[config.mk]
export PLATFORM = sky130hd
export DESIGN_NAME = muldiv_unit
export DESIGN_NICKNAME = d
export VERILOG_FILES = /design/src/rtl/muldiv_pkg.sv /design/src/rtl/muldiv_step.sv /design/src/rtl/muldiv_unit.sv
export SDC_FILE = /design/constraint.sdc
export NUM_CORES = 1
export LEC_CHECK = 0
export BUFFER_PORTS_ARGS = -buffer_cell sky130_fd_sc_hd__buf_2
export CORE_MARGIN = 4
export CORE_UTILIZATION = 35
export CTS_BUF_LIST = sky130_fd_sc_hd__clkbuf_16
export DETAILED_ROUTE_END_ITERATION = 8
export GPL_ROUTABILITY_DRIVEN = 0
export SYNTH_ARGS = -nofsm -noshare
export SYNTH_HDL_FRONTEND = slang
export SYNTH_SLANG_ARGS = --single-unit
[constraint.sdc]
create_clock -name clk -period 9.02 [get_ports clk]
set_input_delay 1.804 -clock clk [delete_from_list [all_inputs] [get_ports clk]]
set_output_delay 1.804 -clock clk [all_outputs]
set_load 0.03 [all_outputs]
[src/rtl/muldiv_pkg.sv]
// Shared definitions for the iterative RV32M multiply/divide unit.
//   - funct3 opcode values for the M extension
//   - FSM state encoding
//   - opcode classification helpers (divide family, operand signedness)
package muldiv_pkg;

    localparam logic [2:0] OP_MUL    = 3'd0;
    localparam logic [2:0] OP_MULH   = 3'd1;
    localparam logic [2:0] OP_MULHSU = 3'd2;
    localparam logic [2:0] OP_MULHU  = 3'd3;
    localparam logic [2:0] OP_DIV    = 3'd4;
    localparam logic [2:0] OP_DIVU   = 3'd5;
    localparam logic [2:0] OP_REM    = 3'd6;
    localparam logic [2:0] OP_REMU   = 3'd7;

    typedef enum logic [1:0] {
        ST_IDLE = 2'd0,
        ST_CALC = 2'd1,
        ST_FIX  = 2'd2,
        ST_DONE = 2'd3
    } state_e;

    // Divide/remainder family
    function automatic logic is_div(input logic [2:0] op);
        return (op == OP_DIV) || (op == OP_DIVU) || (op == OP_REM) || (op == OP_REMU);
    endfunction

    // rs1 treated as two's complement
    function automatic logic is_signed_a(input logic [2:0] op);
        return (op == OP_MULH) || (op == OP_MULHSU) || (op == OP_DIV) || (op == OP_REM);
    endfunction

    // rs2 treated as two's complement
    function automatic logic is_signed_b(input logic [2:0] op);
        return (op == OP_MULH) || (op == OP_DIV) || (op == OP_REM);
    endfunction

endpackage

[src/rtl/muldiv_step.sv]
// One radix-2 iteration on unsigned magnitudes, purely combinational.
//   div_i   : 1 = restoring divide step, 0 = shift-add multiply step
//   hi_i    : accumulator high half (product high / partial remainder)
//   lo_i    : accumulator low half (multiplier bits / dividend->quotient bits)
//   m_i     : multiplicand (multiply) or divisor (divide)
//   hi_c_o  : next high half
//   lo_c_o  : next low half
module muldiv_step #(
    parameter int unsigned W = 32
) (
    input  logic         div_i,
    input  logic [W-1:0] hi_i,
    input  logic [W-1:0] lo_i,
    input  logic [W-1:0] m_i,
    output logic [W-1:0] hi_c_o,
    output logic [W-1:0] lo_c_o
);

    logic [W:0]   sum_c;
    logic [W:0]   shifted_c;
    logic         ge_c;
    logic [W-1:0] div_hi_c;

    // Multiply: add multiplicand when the current multiplier bit is set, then shift the
    // whole {carry, hi, lo} right by one so the product grows into hi from the top.
    assign sum_c = {1'b0, hi_i} + (lo_i[0] ? {1'b0, m_i} : '0);

    // Divide: shift the next dividend bit into the remainder and trial-subtract.
    // The shifted remainder needs W+1 bits; the result after subtraction fits in W.
    assign shifted_c = {hi_i, lo_i[W-1]};
    assign ge_c      = (shifted_c >= {1'b0, m_i});
    assign div_hi_c  = ge_c ? (shifted_c[W-1:0] - m_i) : shifted_c[W-1:0];

    always_comb begin
        hi_c_o = sum_c[W:1];
        lo_c_o = {sum_c[0], lo_i[W-1:1]};
        if (div_i) begin
            hi_c_o = div_hi_c;
            lo_c_o = {lo_i[W-2:0], ge_c};
        end
    end

endmodule

[src/rtl/muldiv_unit.sv]
// Iterative RV32M multiply/divide unit (MUL/MULH/MULHSU/MULHU/DIV/DIVU/REM/REMU).
//   clk, rst (sync, active-low)
//   flush            : abandon the in-flight operation
//   in_valid/in_ready: operation handshake (op = funct3, a = rs1, b = rs2)
//   out_valid/out_ready/result: registered result handshake
// Magnitudes are iterated W times, then a fix-up cycle restores signs. Divide by zero and
// signed overflow bypass the iteration and complete one cycle after acceptance.
module muldiv_unit
    import muldiv_pkg::*;
#(
    parameter int unsigned W = 32
) (
    input  logic         clk,
    input  logic         rst,
    input  logic         flush,
    input  logic         in_valid,
    output logic         in_ready,
    input  logic [2:0]   op,
    input  logic [W-1:0] a,
    input  logic [W-1:0] b,
    output logic         out_valid,
    input  logic         out_ready,
    output logic [W-1:0] result
);

    localparam int unsigned CW = $clog2(W);
    localparam int unsigned PW = 2 * W;
    localparam logic [W-1:0] MIN_INT = {1'b1, {(W-1){1'b0}}};

    state_e       state_q, state_d;
    logic [CW-1:0] cnt_q, cnt_d;
    logic [W-1:0] hi_q, hi_d, lo_q, lo_d, m_q, m_d, result_q, result_d;
    logic [2:0]   op_q, op_d;
    logic         sa_q, sa_d, sb_q, sb_d;
    logic         in_ready_q, in_ready_d, out_valid_q, out_valid_d;

    // Operand sign/magnitude at acceptance
    logic         sgn_a_c, sgn_b_c, dbz_c, ovf_c;
    logic [W-1:0] mag_a_c, mag_b_c;

    assign sgn_a_c = is_signed_a(op) & a[W-1];
    assign sgn_b_c = is_signed_b(op) & b[W-1];
    assign mag_a_c = sgn_a_c ? (~a + W'(1)) : a;
    assign mag_b_c = sgn_b_c ? (~b + W'(1)) : b;
    assign dbz_c   = is_div(op) && (b == '0);
    // Only signed DIV/REM (op[0]==0 within the divide family) can overflow
    assign ovf_c   = is_div(op) && !op[0] && (a == MIN_INT) && (b == '1);

    // Single iteration datapath
    logic         div_q_c;
    logic [W-1:0] step_hi_c, step_lo_c;

    assign div_q_c = is_div(op_q);

    muldiv_step #(.W(W)) u_step (
        .div_i  (div_q_c),
        .hi_i   (hi_q),
        .lo_i   (lo_q),
        .m_i    (m_q),
        .hi_c_o (step_hi_c),
        .lo_c_o (step_lo_c)
    );

    // Sign fix-up: product/quotient negative when signs differ, remainder follows dividend
    logic           neg_c;
    logic [PW-1:0]  prod_c, prod_s_c;
    logic [W-1:0]   quo_s_c, rem_s_c, fix_c;

    assign neg_c    = sa_q ^ sb_q;
    assign prod_c   = {hi_q, lo_q};
    assign prod_s_c = neg_c ? (~prod_c + PW'(1)) : prod_c;
    assign quo_s_c  = neg_c ? (~lo_q + W'(1)) : lo_q;
    assign rem_s_c  = sa_q ? (~hi_q + W'(1)) : hi_q;

    always_comb begin
        fix_c = '0;
        case (op_q)
            OP_MUL:                       fix_c = prod_s_c[W-1:0];
            OP_MULH, OP_MULHSU, OP_MULHU: fix_c = prod_s_c[PW-1:W];
            OP_DIV, OP_DIVU:              fix_c = quo_s_c;
            default:                      fix_c = rem_s_c;
        endcase
    end

    // Next-state and datapath control
    always_comb begin
        state_d  = state_q;
        cnt_d    = cnt_q;
        hi_d     = hi_q;
        lo_d     = lo_q;
        m_d      = m_q;
        op_d     = op_q;
        sa_d     = sa_q;
        sb_d     = sb_q;
        result_d = result_q;

        case (state_q)
            ST_IDLE: begin
                if (in_valid && !flush) begin
                    op_d  = op;
                    sa_d  = sgn_a_c;
                    sb_d  = sgn_b_c;
                    hi_d  = '0;
                    cnt_d = CW'(W - 1);
                    // Multiply iterates over b's bits; divide shifts a's bits out
                    if (is_div(op)) begin
                        m_d  = mag_b_c;
                        lo_d = mag_a_c;
                    end else begin
                        m_d  = mag_a_c;
                        lo_d = mag_b_c;
                    end
                    if (dbz_c) begin
                        state_d  = ST_DONE;
                        result_d = op[1] ? a : '1;
                    end else if (ovf_c) begin
                        state_d  = ST_DONE;
                        result_d = op[1] ? '0 : MIN_INT;
                    end else begin
                        state_d = ST_CALC;
                    end
                end
            end
            ST_CALC: begin
                hi_d = step_hi_c;
                lo_d = step_lo_c;
                if (cnt_q == '0) begin
                    state_d = ST_FIX;
                end else begin
                    cnt_d = cnt_q - CW'(1);
                end
            end
            ST_FIX: begin
                result_d = fix_c;
                state_d  = ST_DONE;
            end
            default: begin
                if (out_ready) begin
                    state_d  = ST_IDLE;
                    result_d = '0;
                end
            end
        endcase

        if (flush) begin
            state_d  = ST_IDLE;
            result_d = '0;
        end

        in_ready_d  = (state_d == ST_IDLE);
        out_valid_d = (state_d == ST_DONE);
    end

    always_ff @(posedge clk) begin
        if (!rst) begin
            state_q     <= ST_IDLE;
            cnt_q       <= '0;
            hi_q        <= '0;
            lo_q        <= '0;
            m_q         <= '0;
            op_q        <= OP_MUL;
            sa_q        <= 1'b0;
            sb_q        <= 1'b0;
            result_q    <= '0;
            in_ready_q  <= 1'b1;
            out_valid_q <= 1'b0;
        end else begin
            state_q     <= state_d;
            cnt_q       <= cnt_d;
            hi_q        <= hi_d;
            lo_q        <= lo_d;
            m_q         <= m_d;
            op_q        <= op_d;
            sa_q        <= sa_d;
            sb_q        <= sb_d;
            result_q    <= result_d;
            in_ready_q  <= in_ready_d;
            out_valid_q <= out_valid_d;
        end
    end

    assign in_ready  = in_ready_q;
    assign out_valid = out_valid_q;
    assign result    = result_q;

endmodule
Word-level counts from Yosys, hierarchy flattened

Index checks and enable logic that the tools add are counted.

Bits of input ports: 72
Output and inout bits: 34
Word-level logic and storage cells: 116
Register bits after elaboration: 142

Add/sub/neg operators: 8
Mux-type cells: 33
Order comparisons: 1
Eq/ne operators: 21
Bitwise gates (word level): 10
Reduce and logical (&&, ||, !) cells: 32

Operators with widths:

| kind                  | number |
|---|---|
| $mux 32               | 18 |
| $pmux 32 s3           | 2 |
| $add 32x1->32 const B | 4 |
| $not 32->32           | 4 |
| $pmux 32 s2           | 2 |
| $add 64x1->64 const B | 1 |
| $eq 32x32->1 const B  | 2 |
| $mux 64               | 1 |
| $not 64->64           | 1 |
| $add 32x33->33        | 1 |
| $ge 33x32->1          | 1 |
| $logic_not 32->1      | 1 |
| $sub 32x32->32        | 1 |
| $eq 3x3->1 const B    | 8 |
| $mux 2                | 6 |
| $logic_or 1x1->1      | 11 |
| $mux 5                | 2 |
| $pmux 5 s2            | 1 |
| $eq 3x2->1 const B    | 3 |
| $eq 3x1->1 const B    | 2 |
| $pmux 2 s3            | 1 |
| $logic_and 1x1->1     | 5 |
| $logic_not 5->1       | 1 |
| $sub 5x1->5 const B   | 1 |
| other kinds (17)      | 25 |

Logic depth before layout (Yosys ltp)

Word-level depth: 13
Depth in mapped cells: 14
Mapped depth without buffers: 13

Cells and area by module

A second synthesis with hierarchy kept.

Cell total of the unflattened synthesis: 2076
Area total of the unflattened synthesis: 15428.5 sq um

Modules (own cells, without submodules):

| module      | times used | area an instance (sq um) | seq. area each (sq um) | cells each |
|---|---|---|---|---|
| muldiv_unit | 1          | 10845.4                  | 2842.7                 | 1430 |
| muldiv_step | 1          | 4583.1                   | 0.0                    | 646 |

Worst setup path after synthesis

No wires, ideal clock.

Path type: input to register
Start: input b[10]
End: register lo_q[26]
Path buffers: 1
Path slack: 4706 ps
Arrival time: 4255 ps
Library setup time: 59 ps
Cell stages on the path: 9
Data required time: 8961 ps
Cell sequence: or4_4 or3_1 buf_6 or4_4 o31ai_1 xor2_1 and2_1 o311ai_0 o211a_1

Cells in the longest elaborated chain, start to end: 6

RTL lines:

| what                   | RTL line           | RTL |
|---|---|---|
| start: declaration     | muldiv_unit.sv:20  | `input logic [W-1:0] b,` |
| $not 32->32            | muldiv_unit.sv:44  | `assign mag_b_c = sgn_b_c ? (~b + W'(1)) : b;` |
| $add 32x1->32          | muldiv_unit.sv:44  |  |
| $mux 32                | muldiv_unit.sv:44  |  |
| $mux 32                | muldiv_unit.sv:106 | `if (is_div(op)) begin` |
| $mux 32                | muldiv_unit.sv:99  | `if (in_valid && !flush) begin` |
| $pmux 32 s2            | muldiv_unit.sv:97  | `case (state_q)` |
| end signal: assignment | muldiv_unit.sv:171 | `lo_q <= lo_d;` |
| end: declaration       | muldiv_unit.sv:32  | `logic [W-1:0] hi_q, hi_d, lo_q, lo_d, m_q, m_d, result_q, result_d;` |

No other way between the ends. The select of a mux whose other input is x is not followed.
A chain may end at the register's enable or synchronous reset.

Worst setup path in the final report

Start: input a[9]
End: register result_q[3] (netlist: result[3])

Cells in the longest elaborated chain, start to end: 5

RTL lines:

| what                            | RTL line           | RTL |
|---|---|---|
| start: declaration              | muldiv_unit.sv:19  | `input logic [W-1:0] a,` |
| $eq 32x32->1                    | muldiv_unit.sv:47  | `assign ovf_c = is_div(op) && !op[0] && (a == MIN_INT) && (b == '1);` |
| $logic_and 1x1->1 (2 in series) | muldiv_unit.sv:47  |  |
| $ne 3x3->1 (no line)            | -                  |  |
| $reduce_and 4->1 (no line)      | -                  |  |
| end signal: assignment          | muldiv_unit.sv:176 | `result_q <= result_d;` |
| end: declaration                | muldiv_unit.sv:32  |  |

No other way between the ends.

==> out/results.txt <==
Skew final: 0.0116 ns
Fin util: 0.391
Clk root buf: clkbuf_16
First-pass GRT wire length: 87300 µm
Most frequent cells in the layout: 227 x nor2_1, 191 x a21oi_1, 161 x nand2_1, 161 x o21ai_0, 141 x dfxtp_1
Syn_nets: 2214
Measured slew at the worst slew-check pin: 1.16 ns
Area grow syn2layout: 9.55%
Pwr per Cell Area: 134 mW/mm²
Maximum clock insertion buffer count: 2
Tcrit/Tclk final: 0.551
CTS tree: yes
R2R Setup Slk: 4.92 ns
Post-CTS sizing: 0
Worst-skew pair later-pin latency: 0.44 ns
Critical Path End: result[3]
WP data arrival: 5.33 ns
Synth area leader: dfxtp_1
Antenna violations before repair: 0
Max Fclk: 0.201 GHz
Via density: 6.19
H-tree levels: 4
Critical Path RT: 9.38 ns
Ports: 106
Setup crit start: a[9]
Total core area: 0.0412 mm²
Average wire per standard cell: 22.3 µm
Final Instance Area: 0.0161 mm²
Ys flop type: dfxtp_1
Reg clk slew, reported paths: 0.06 ns
Initial Util: 0.357
Total Wirelength: 58000 µm
Class of the worst hold path: flop to flop
CP Class: input pin to flop
CP Capture Type: flop
CTS buffer count: 17
Vias: 16.1k
DR iter-0 viols: 1953
Critical Path Fanout Max: 49
Total gr overflow: 0
Maximum vdd drop: 0.140 mV
Die Width: 213 µm
Register area share after synthesis: 0.193
Asr flop ratio synth: 0
Ys Warns: 0
Ant. Diodes: 0
Post-CTS Repair Setup Buffers: 0
Hold_sp: m_q[20]
Cts-stage hold buffer count: 0
Post-synth EDFFs: 0
Die Y: 213 µm
R2R Path End: lo_q[0]
Post-synth top area share: 0.193
Synth unique cells: 85
Tmin final: 4.97 ns
Share of cells above drive strength 1: 0.103
Clk sinks: 142
Total GRT Usage: 0.247
Slew Limit Headroom: 0.229
DP HPWL: 44600 µm
Yosys reg bits: 142
Final net count: 2201
Synth Area per Inst: 7.11 µm²
RR Startpoint: hi_q[16]
Post-route DRC: 0
Mapped cell area: 0.0147 mm²
Final setup fails: 0
Total power: 2.17 mW
Row Count: 74
RSZ-0062 raised after global routing: false
Area after DPL: 0.0155 mm²
Synth top area cells: dfxtp_1 19%, a21oi_1 6.5%, xor2_1 6.1%
Leakage: 6.40 nW
Antenna-violating nets left: 0
Setup TNS: 0 ns
Gate Count Post-Synth: 2069
Drt pass-1 iters: 6
Final Hold Fails: 0
Largest net degree at the start of global routing: 57
Commonest non-fill, non-tap cell in the layout: nor2_1
Run status: completed
Port Buf Inserts: 105
Die area: 0.0454 mm²
Startpoint types: input pin
Max-slew violations: 0
Worst R2R Path Depth: 11
Number of global-route vias before repair: 14.7k
Max-cap violation count: 0
[synth_stat cells, types with 12 or more instances]
| library cell | count |
|---|---|
| dfxtp_1 | 142 |
| xor2_1 | 102 |
| or3_1 | 18 |
| nand2b_1 | 14 |
| a21o_1 | 30 |
| o21ai_0 | 161 |
| a21oi_1 | 191 |
| or4_1 | 12 |
| o22ai_1 | 30 |
| nor2_1 | 230 |
| mux2i_1 | 68 |
| o211ai_1 | 25 |
| clkbuf_1 | 134 |
| inv_1 | 78 |
| a211oi_1 | 29 |
| a22oi_1 | 15 |
| buf_2 | 13 |
| nor4_1 | 25 |
| ha_1 | 71 |
| a31oi_1 | 43 |
| and3_1 | 13 |
| nor3_1 | 43 |
| mux2_2 | 16 |
| nand3_1 | 43 |
| o31ai_1 | 30 |
| nand4_1 | 27 |
| o21a_1 | 15 |
| nand2_1 | 161 |
| xnor2_1 | 92 |
[per-layer routing]
metal	GRT usage	vias to the layer above	part of all wire
met2	0.371	796	0.43
met3	0.0473	135	0.091
met5	0	-	0
li1	-	7509	-
met1	0.347	7654	0.43
met4	0.100	0	0.045
[metrics by stage]
step	worst slack (ns)	hold WS, ns	instances
after detailed placement	3.66	0.445	2569
after CTS	4.12	0.454	2601
final	4.05	0.449	2601
after floorplan	4.71	0.432	2069
after global routing	3.72	0.483	2601
after global placement	3.77	0.443	2569
[state kept, by name, summed over array words and instances (netlist names)]
signal     flops
hi_q          32
lo_q          32
m_q           32
result        32
cnt_q          5
op_q           3
state_q        2
in_ready       1
out_valid      1
sa_q           1
sb_q           1
[how the worst min path moves through the flow]
stage,endpoint,cells after the start
floorplan,m_q[11],2
finish,m_q[20],2
detailed placement,m_q[20],2
global route,m_q[12],2
CTS,m_q[20],2
global placement,m_q[20],2
[power by group]
part / internal (mW) / switching (mW) / total, mW
registers: 0.657 / 0.0513 / 0.709
logic: 0.247 / 0.433 / 0.680
clock network: 0.446 / 0.332 / 0.777
total: 1.35 / 0.816 / 2.17
[layout make-up]
| cell class | instances | area (µm²) |
|---|---|---|
| inverter | 79 | 297 |
| tap | 532 | 666 |
| sequential | 142 | 2840 |
| multi-input combinational | 1688 | 11000 |
| clock buffer | 17 | 425 |
| clock inverter | 15 | 205 |
| timing repair buffer | 128 | 698 |
| fill | 4313 | 25100 |
[critical path: stages]
cell and delay (ns):
buf_2 0.12, or4_1 0.58, or3_1 0.39, nor4_1 0.45
nand3_1 0.21, o21ai_1 0.21, a31oi_1 0.22, a21oi_4 0.90
o2111ai_1 0.22, a31oi_1 0.22
[logic make-up after synthesis]
logic type                 share of synthesized area
AOI/OAI and AO/OA                              0.298
xor gates and xnor gates                       0.116
adders and majority gates                     0.0631
buffers and inverters                         0.0629
DFF                                            0.193
muxes                                         0.0585
and+or+nand+nor                                0.208
No activity file was read; power rests on OpenSTA's default activity.
